### src/rtl/pseudo_sensor_pkg.sv
`default_nettype none
// ----------------------------------------------------------------------------
// pseudo_sensor_pkg : shared ROI geometry and capture state encoding
// Rev 1.0
// ----------------------------------------------------------------------------
package pseudo_sensor_pkg;

  localparam int ROI_N      = 28;
  localparam int SCALE_LOG2 = 3;
  localparam int ROI_PIX    = ROI_N * ROI_N;
  localparam int IDX_W      = 10;

  typedef enum logic [1:0] {
    IDLE = 2'd0,
    ARM  = 2'd1,
    CAPT = 2'd2
  } cap_state_e;

endpackage
`default_nettype wire

### src/rtl/roi_window_sampler.sv
`default_nettype none
// ----------------------------------------------------------------------------
// roi_window_sampler : ROI window / decimation test and raster index counter
// Rev 1.0
// ----------------------------------------------------------------------------
module roi_window_sampler
  import pseudo_sensor_pkg::*;
#(
  parameter int ROI_X0     = 208,
  parameter int ROI_Y0     = 128,
  parameter int ROI_N      = pseudo_sensor_pkg::ROI_N,
  parameter int SCALE_LOG2 = pseudo_sensor_pkg::SCALE_LOG2
) (
  input  logic                               p_clk,
  input  logic                               arst_p_n,
  input  logic                               de,
  input  logic [9:0]                         px,
  input  logic [8:0]                         py,
  input  logic                               idx_clr,
  input  logic                               idx_inc,
  output logic                               sample,
  output logic [pseudo_sensor_pkg::IDX_W-1:0] index
);

  localparam int         SPAN   = ROI_N << SCALE_LOG2;
  localparam logic [10:0] X_LO  = 11'(ROI_X0);
  localparam logic [10:0] X_HI  = 11'(ROI_X0 + SPAN);
  localparam logic [9:0]  Y_LO  = 10'(ROI_Y0);
  localparam logic [9:0]  Y_HI  = 10'(ROI_Y0 + SPAN);
  localparam logic [10:0] X_MSK = 11'((1 << SCALE_LOG2) - 1);
  localparam logic [9:0]  Y_MSK = 10'((1 << SCALE_LOG2) - 1);

  logic             de_d_q, de_d_d;
  logic [IDX_W-1:0] index_q, index_d;
  logic [10:0]      x_ext, x_off;
  logic [9:0]       y_ext, y_off;

  // de is delayed once so that it lines up with the registered px/py/pix
  always_comb begin
    de_d_d = de;
    x_ext  = {1'b0, px};
    y_ext  = {1'b0, py};
    x_off  = x_ext - X_LO;
    y_off  = y_ext - Y_LO;
    sample = de_d_q
             && (x_ext >= X_LO) && (x_ext < X_HI)
             && (y_ext >= Y_LO) && (y_ext < Y_HI)
             && ((x_off & X_MSK) == 11'd0)
             && ((y_off & Y_MSK) == 10'd0);
    index_d = index_q;
    if (idx_clr) begin
      index_d = '0;
    end else if (idx_inc) begin
      index_d = index_q + {{(IDX_W-1){1'b0}}, 1'b1};
    end
  end

  always_ff @(posedge p_clk or negedge arst_p_n) begin
    if (!arst_p_n) begin
      de_d_q  <= 1'b0;
      index_q <= '0;
    end else begin
      de_d_q  <= de_d_d;
      index_q <= index_d;
    end
  end

  assign index = index_q;

endmodule
`default_nettype wire

### src/rtl/roi_capture_ctrl.sv
`default_nettype none
// ----------------------------------------------------------------------------
// roi_capture_ctrl : ROI capture FSM, ping-pong bank ownership and drop count
// Rev 1.0
// ----------------------------------------------------------------------------
module roi_capture_ctrl
  import pseudo_sensor_pkg::*;
#(
  parameter int ROI_X0     = 208,
  parameter int ROI_Y0     = 128,
  parameter int ROI_N      = pseudo_sensor_pkg::ROI_N,
  parameter int SCALE_LOG2 = pseudo_sensor_pkg::SCALE_LOG2
) (
  input  logic        p_clk,
  input  logic        arst_p_n,
  input  logic        de,
  input  logic [9:0]  px,
  input  logic [8:0]  py,
  input  logic [7:0]  pix,
  input  logic        sof,
  input  logic        eof,
  input  logic        run,
  output logic        wr_en,
  output logic [10:0] wr_addr,
  output logic [7:0]  wr_data,
  output logic        frm_valid,
  output logic        frm_bank,
  input  logic        frm_ack,
  output logic        cap_busy,
  output logic [7:0]  drop_cnt
);

  localparam int FRAME_PIX = ROI_N * ROI_N;

  cap_state_e       state_q, state_d;
  logic             wr_bank_q, wr_bank_d;
  logic             rd_bank_q, rd_bank_d;
  logic [1:0]       full_q, full_d;
  logic [7:0]       drop_q, drop_d;
  logic             wr_en_q, wr_en_d;
  logic [10:0]      wr_addr_q, wr_addr_d;
  logic [7:0]       wr_data_q, wr_data_d;

  logic             sample;
  logic             idx_clr;
  logic             wr_fire;
  logic [IDX_W-1:0] index;
  logic [IDX_W-1:0] idx_after;

  roi_window_sampler #(
    .ROI_X0     (ROI_X0),
    .ROI_Y0     (ROI_Y0),
    .ROI_N      (ROI_N),
    .SCALE_LOG2 (SCALE_LOG2)
  ) u_sampler (
    .p_clk    (p_clk),
    .arst_p_n (arst_p_n),
    .de       (de),
    .px       (px),
    .py       (py),
    .idx_clr  (idx_clr),
    .idx_inc  (wr_fire),
    .sample   (sample),
    .index    (index)
  );

  always_comb begin
    state_d   = state_q;
    wr_bank_d = wr_bank_q;
    rd_bank_d = rd_bank_q;
    full_d    = full_q;
    drop_d    = drop_q;
    idx_clr   = 1'b0;
    wr_fire   = (state_q == CAPT) && sample;
    // index as it will stand once a write coinciding with eof is counted
    idx_after = index + {{(IDX_W-1){1'b0}}, wr_fire};
    wr_en_d   = wr_fire;
    wr_addr_d = wr_fire ? {wr_bank_q, index} : wr_addr_q;
    wr_data_d = wr_fire ? pix : wr_data_q;

    if (frm_ack && full_q[rd_bank_q]) begin
      full_d[rd_bank_q] = 1'b0;
      rd_bank_d         = ~rd_bank_q;
    end

    case (state_q)
      IDLE: begin
        if (run) state_d = ARM;
      end
      ARM: begin
        if (sof) begin
          if (!run) begin
            state_d = IDLE;
          end else if (!full_q[wr_bank_q]) begin
            state_d = CAPT;
            idx_clr = 1'b1;
          end else if (drop_q != 8'hFF) begin
            drop_d = drop_q + 8'd1;
          end
        end
      end
      CAPT: begin
        if (eof) begin
          state_d = run ? ARM : IDLE;
          // a truncated frame leaves its bank free for the next attempt
          if (idx_after == IDX_W'(FRAME_PIX)) begin
            full_d[wr_bank_q] = 1'b1;
            wr_bank_d         = ~wr_bank_q;
          end
        end
      end
      default: state_d = IDLE;
    endcase
  end

  always_ff @(posedge p_clk or negedge arst_p_n) begin
    if (!arst_p_n) begin
      state_q   <= IDLE;
      wr_bank_q <= 1'b0;
      rd_bank_q <= 1'b0;
      full_q    <= 2'b00;
      drop_q    <= 8'd0;
      wr_en_q   <= 1'b0;
      wr_addr_q <= 11'd0;
      wr_data_q <= 8'd0;
    end else begin
      state_q   <= state_d;
      wr_bank_q <= wr_bank_d;
      rd_bank_q <= rd_bank_d;
      full_q    <= full_d;
      drop_q    <= drop_d;
      wr_en_q   <= wr_en_d;
      wr_addr_q <= wr_addr_d;
      wr_data_q <= wr_data_d;
    end
  end

  assign wr_en     = wr_en_q;
  assign wr_addr   = wr_addr_q;
  assign wr_data   = wr_data_q;
  assign frm_valid = full_q[rd_bank_q];
  assign frm_bank  = rd_bank_q;
  assign cap_busy  = (state_q == CAPT);
  assign drop_cnt  = drop_q;

endmodule
`default_nettype wire

### config.mk
export PLATFORM = sky130hd
export DESIGN_NAME = roi_capture_ctrl
export DESIGN_NICKNAME = d
export VERILOG_FILES = /design/src/rtl/pseudo_sensor_pkg.sv /design/src/rtl/roi_window_sampler.sv /design/src/rtl/roi_capture_ctrl.sv
export SDC_FILE = /design/constraint.sdc
export NUM_CORES = 1
export LEC_CHECK = 0
export BUFFER_PORTS_ARGS = -buffer_cell sky130_fd_sc_hd__buf_2
export CORE_MARGIN = 1
export CORE_UTILIZATION = 34
export CTS_CLUSTER_DIAMETER = 60
export DETAILED_ROUTE_END_ITERATION = 10
export GPL_TIMING_DRIVEN = 1
export SLEW_MARGIN = 20
export SYNTH_ARGS = -nofsm -noshare
export SYNTH_HDL_FRONTEND = slang
export SYNTH_SLANG_ARGS = --single-unit
### constraint.sdc
create_clock -name p_clk -period 3.8 [get_ports p_clk]
set_clock_uncertainty 0.2 [all_clocks]
set_input_delay 0 -clock p_clk [delete_from_list [all_inputs] [get_ports p_clk]]
set_output_delay 0 -clock p_clk [all_outputs]
set_load 0.02 [all_outputs]
* Word level (Yosys, flattened, before mapping)
Index checks and enable logic that the tools add are counted.
** Cells by class
- $add $sub $neg :: 5
- $lt $le $gt $ge :: 8
- Eq/ne operators :: 8
- Muxes and demuxes :: 25
- Bitwise operators :: 5
- Reductions and logical operators :: 17
** Operators by type and width (count)
- $mux W10 :: 2
- $mux W2 :: 9
- $logic_not A11 Y1 :: 1
- $mux W1 :: 11
- $add A10 B1 Y10 :: 1
- $add A10 B1 Y10 const B :: 1
- $eq A10 B10 Y1 const B :: 1
- $ge A10 B8 Y1 const B :: 1
- $logic_and A1 B1 Y1 :: 10
- $logic_not A10 Y1 :: 1
- $lt A10 B9 Y1 const B :: 1
- $ge A9 B8 Y1 const B :: 1
- $lt A9 B9 Y1 const B :: 1
- $add A8 B1 Y8 const B :: 1
- $ne A8 B8 Y1 const B :: 1
- $ne A2 B2 Y1 const B :: 3
- $pmux W2 S3 :: 1
- $sub A3 B1 Y3 const B :: 2
- $reduce_and A5 Y1 :: 1
- $lt A1 B2 Y1 const B :: 2
- $reduce_and A4 Y1 :: 1
- $ne A3 B3 Y1 const B :: 1
- $reduce_and A3 Y1 :: 1
- $and A2 B2 Y2 :: 1
- other kinds (9) :: 12
** Word-level totals
- Bits in registers :: 45
- Output and inout bits :: 31

* Logic depth before layout (Yosys ltp)
- Depth after elaboration :: 13
- Gate-level depth with buffers :: 13
- Depth with buffers taken out :: 12

* Modules after synthesis
Synthesis repeated with hierarchy kept, for this count alone.
** Second synthesis, totals
- Cell total of the unflattened synthesis :: 190
- Area total of the unflattened synthesis :: 2168.3 µm²
** Modules (own cells, without submodules)
- roi_capture_ctrl :: instances 1, cells each 130, area each 1585.3 µm², sequential area each 850.8 µm²
- roi_window_sampler :: instances 1, cells each 60, area each 583.1 µm², sequential area each 275.3 µm²

* Worst setup path before layout
Ideal clock, no wire load.
- Path kind :: register -> register
- Start point :: reg state_q[0]
- End point :: reg wr_bank_q
- Library setup time :: 124 ps
- Data arrival time :: 2525 ps
- Path slack :: 951 ps
- Cell stages (with the launch flop) :: 14
- Period minus slack after synthesis :: 2849 ps
- Path through :: dfrtp_1 > nand2b_1 > inv_1 > and3_4 > o211ai_4 > inv_2 > buf_2 > ha_1 > ha_1 > nor4b_1 > nand3_1 > a21oi_1 > nand3_1 > xnor2_1
** On the way
- Cells in the longest elaborated chain, start to end :: 5
** Ends and longest elaborated chain
- start: declaration :: line roi_capture_ctrl.sv:35 : cap_state_e state_q, state_d;
- start signal: assignment :: line roi_capture_ctrl.sv:127 : state_q <= state_d;
- $eq A2 B2 Y1
- named net cap_busy :: line roi_capture_ctrl.sv:29 : output logic cap_busy,
- $logic_and A1 B1 Y1 :: line roi_capture_ctrl.sv:74 : wr_fire = (state_q == CAPT) && sample;
- named net u_sampler.idx_inc :: line roi_window_sampler.sv:20 : input logic idx_inc,
- $add A10 B1 Y10 :: line roi_capture_ctrl.sv:76 : idx_after = index + {{(IDX_W-1){1'b0}}, wr_fire};
- $eq A10 B10 Y1 :: line roi_capture_ctrl.sv:106 : if (idx_after == IDX_W'(FRAME_PIX)) begin
- $reduce_and A3 Y1 (no line)
- end signal: assignment :: line roi_capture_ctrl.sv:128 : wr_bank_q <= wr_bank_d;
- end: declaration :: line roi_capture_ctrl.sv:36 : logic wr_bank_q, wr_bank_d;
The timed path passes the listed nets, and every way through them passes these cells.
A chain may end at the register's enable or synchronous reset.

* Worst setup path in the final report
- Start point :: reg state_q[0]
- End point :: reg wr_bank_q
** On the way
- Cells in the longest elaborated chain, start to end :: 5
** Ends and longest elaborated chain (line)
- $eq A2 B2 Y1 (*) :: roi_capture_ctrl.sv:74, roi_capture_ctrl.sv:86
- $logic_and A1 B1 Y1 :: roi_capture_ctrl.sv:74
- $add A10 B1 Y10 :: roi_capture_ctrl.sv:76
- $eq A10 B10 Y1 :: roi_capture_ctrl.sv:106
- $reduce_and A3 Y1 (no line) (*)
Mark *: on every way between the ends. The rest lies on a longest branch, timed or not.

==> metrics list <==
- For the worst-skew pair, the clock arrives at the later sink with an insertion delay of between 0.2 and 0.3 ns.
- The worst setup path is launched from a flop.
- Total Routed Length: 4780 um
* Clock buffer count from CTS: 5
- Summing all multi-input logic gate instances after layout gives 1000 sq um.
- Setup repair after global routing missed its margin: no
* Weighted congestion at the end of routability-driven global placement: 0.787
- H-tree depth: 2
- For the worst setup path, the data arrival time is 2.99 ns.
* Critical Path RT: 3.79 ns
- The region available for standard cell placement spans 6100 sq um.
* Least-Margin Pin Slew: 0.852 ns
- Met3 routing resource usage after global routing: 0.0330
* Setup TNS: 0 ns
* Post-route minimum period: 3.00 ns
- The most common cell in the synthesized netlist is sky130_fd_sc_hd__nand2_1.
- In the global route stage, met1 resource usage came out at 0.202.
- The share of synthesized area in the top cell type comes to 0.511.
- Registers take 1130 sq um.
- Number of buffer cells added on primary ports: between 60 and 70
- Compared with the post-synthesis result, the final layout area differs by 29.7%.
- In the routed layout, each cell is associated on average with a via count of 4.81.
- DRC violations left: 0
- Summed over all layers, the global routing overflow is 0.
- Starting Density: 0.361
- The final number of hold-violating endpoints was 0.
- Cell accounting for the most synthesized area: sky130_fd_sc_hd__dfrtp_1
- The synthesized design contains 0 enable-type register cells.
- Leakage power of the design: between 1.5 and 2 nW
* PwrDens: 330 nW/um^2
- Number of nets with antenna violations after routing: 0
- Detailed placement ended at an HPWL of 3310 um.
- Max VDD drop: 0.000209 V
* Horiz. Die Dim: 82.5 um
* Worst-case clock buffer depth: 2
- The flow ran to the end, and the final reports show no timing, DRC or antenna violations.
- Yosys printed 0 warnings.
- Entering global routing, the biggest net connects 46 pins.
* Number of max-cap violations: 0
- Synthesis inferred 45 register bits.
* Syn Inst Count: 229
* Avg WL per Cell: 12.4 um
- Floorplan die area: 6800 sq um
* Initial antenna violation count: 0
- For this run, the detailed router's first-pass iteration total came to 4.
- For met2 alone, demand over resource in global routing was 0.244.
- Top cells by instance count after synthesis: sky130_fd_sc_hd__nand2_1, sky130_fd_sc_hd__dfrtp_1, sky130_fd_sc_hd__inv_1, sky130_fd_sc_hd__o21ai_0, sky130_fd_sc_hd__nor2_1
- # setup viols final: 0
- Clock root buffer: sky130_fd_sc_hd__clkbuf_8
- Final hold analysis gives a worst-case slack of 0.0150 ns.
- Critical path type: reg2reg
- Biggest area contributors in the synthesized netlist: sky130_fd_sc_hd__dfrtp_1, sky130_fd_sc_hd__nand2_1, sky130_fd_sc_hd__xor2_1
- Async set-reset flop share out of synthesis: 1.00
* Fraction of final layout cells with drive strength greater than 1: 0.269
- Sink Count: 45
* Fin util: 0.468
- Cell Rows: 28
* Normalized max-slew margin: 0.429
* Number of filler cells placed in the layout: 619
- The via count of the first global-routing pass came to 1641.
* Global-route total usage across every layer: 0.154
- Ratio of final minimum period to clock period: 0.790
* Final net count: 346
- The most used flip-flop cell after synthesis is sky130_fd_sc_hd__dfrtp_1.
* Post-route standard cell area excluding fillers: 2860 sq um
- Post-Syn Nets: 267
* Max Clock Freq: between 0.3 and 0.4 GHz
- Share of synthesized area occupied by flip-flops and latches: 0.511
- TritonCTS built the clock tree.
- The synthesized netlist contains 45 unique library cells.
- Clock transition at the registers of the reported paths: 0.09 ns
- Count of boundary I/O pins: 65
* Post-cts sizing count: 0
* Number of DRC violations after detailed-routing iteration 0: 105
* Total number of vias: between 1500 and 2000
- Global route hottest layer: met2
- Total count of max-transition violations in the final report: 0
- Wire length of the first global-routing pass: 7700 um
- 0 antenna diodes ended up in the layout.
- In this run the cell area measured after placement is 2580 sq um.
* Die H: a little over 80 um
- In this run the cell area of the synthesized design comes to 2200 sq um.
- The min-delay analysis places its worst path in the category in2reg.
- STA classifies the critical path endpoint as a flop.
- In this run the mean area of a mapped cell was 9.62 sq um.
* Highest net fanout along the worst path: 30
==> registers in the layout, summed over array words and instances, names as in the netlist <==
signal,flops
wr_data,8
full_q,2
wr_bank_q,1
frm_bank,1
u_sampler.de_d_q,1
drop_cnt,8
wr_addr,11
u_sampler.index,10
state_q,2
wr_en,1
==> area by class of cell <==
class / instances / area share
inverter: 11 / 0.0145
tap: 75 / 0.0329
multi-input combinational: 167 / 0.351
clock buffer: 7 / 0.0302
clock inverter: 1 / 0.0105
sequential: 45 / 0.394
timing repair buffer: 78 / 0.167
==> metal layers <==
metal / wire, um / part of all wire
met5: 0 / 0
met4: 82 / 0.017
met3: 240 / 0.050
met2: 2170 / 0.45
met1: 2290 / 0.48
==> worst paths after layout <==
kind | from | to | slack, ns | depth (start not counted)
max in group asynchronous | arst_p_n | wr_data[3] | 2.97 | 2
worst min-delay path | px[2] | u_sampler.index[5] | 0.01 | 6
worst min register to register | wr_data[1] | wr_data[1] | 0.27 | 2
worst max-delay path | state_q[0] | wr_bank_q | 0.80 | 12
worst max register to register | state_q[0] | wr_bank_q | 0.80 | 12
min in group asynchronous | arst_p_n | drop_cnt[2] | 0.05 | 2
==> layout by cell type (no fill, tap or decap), types with 8 or more instances in the layout <==
cell / n
sky130_fd_sc_hd__nor2_1: 9
sky130_fd_sc_hd__inv_1: 10
sky130_fd_sc_hd__xor2_1: 8
sky130_fd_sc_hd__dlygate4sd3_1: 16
sky130_fd_sc_hd__o21ai_0: 10
sky130_fd_sc_hd__nand2_1: 64
sky130_fd_sc_hd__a21oi_1: 8
sky130_fd_sc_hd__buf_2: 60
sky130_fd_sc_hd__dfrtp_1: 45
==> cells by family (layout without fill, tap and decap cells) <==
logic type,count (synthesis),count (layout),synth area share
and+or+nand+nor,109,109,0.245
DFF,45,45,0.511
AOI/OAI and AO/OA,36,36,0.111
buffers and inverters,17,97,0.0335
xor gates and xnor gates,12,12,0.0477
muxes,6,6,0.0290
adders and majority gates,4,4,0.0227
==> critical path: stages, from the launching register on <==
cell                       delay (ns)
sky130_fd_sc_hd__dfrtp_1         0.41
sky130_fd_sc_hd__nand2b_1        0.16
sky130_fd_sc_hd__inv_1           0.15
sky130_fd_sc_hd__and3_4          0.22
sky130_fd_sc_hd__o211ai_4        0.27
sky130_fd_sc_hd__inv_2           0.14
sky130_fd_sc_hd__ha_1            0.23
sky130_fd_sc_hd__ha_1            0.25
sky130_fd_sc_hd__nor4b_1         0.28
sky130_fd_sc_hd__nand3_1         0.11
sky130_fd_sc_hd__a21oi_1         0.14
sky130_fd_sc_hd__nand3_1         0.16
sky130_fd_sc_hd__xnor2_1         0.16
==> report_power, final <==
group | total, mW | switching (mW) | internal, mW
Clock | 0.374 | 0.159 | 0.214
Combinational | 0.0774 | 0.0398 | 0.0376
Sequential | 0.490 | 0.00528 | 0.485
Total | 0.941 | 0.204 | 0.737
==> through the flow <==
stage                     std cells  worst slack (ns)  power, mW
after global placement          360             0.837      0.562
after global routing            384             0.478      0.985
after detailed placement        360             0.803      0.564
after CTS                       384             0.786      0.956
after floorplan                 229             0.951      0.526
final                           384             0.796      0.941
==> repair_timing <==
item	CTS	global route
buffers inserted	0	0
endpoints found under the setup margin	0	0
hold buffers	16	0
hold endpoints to repair	61	0
No activity file was read; power rests on OpenSTA's default activity.
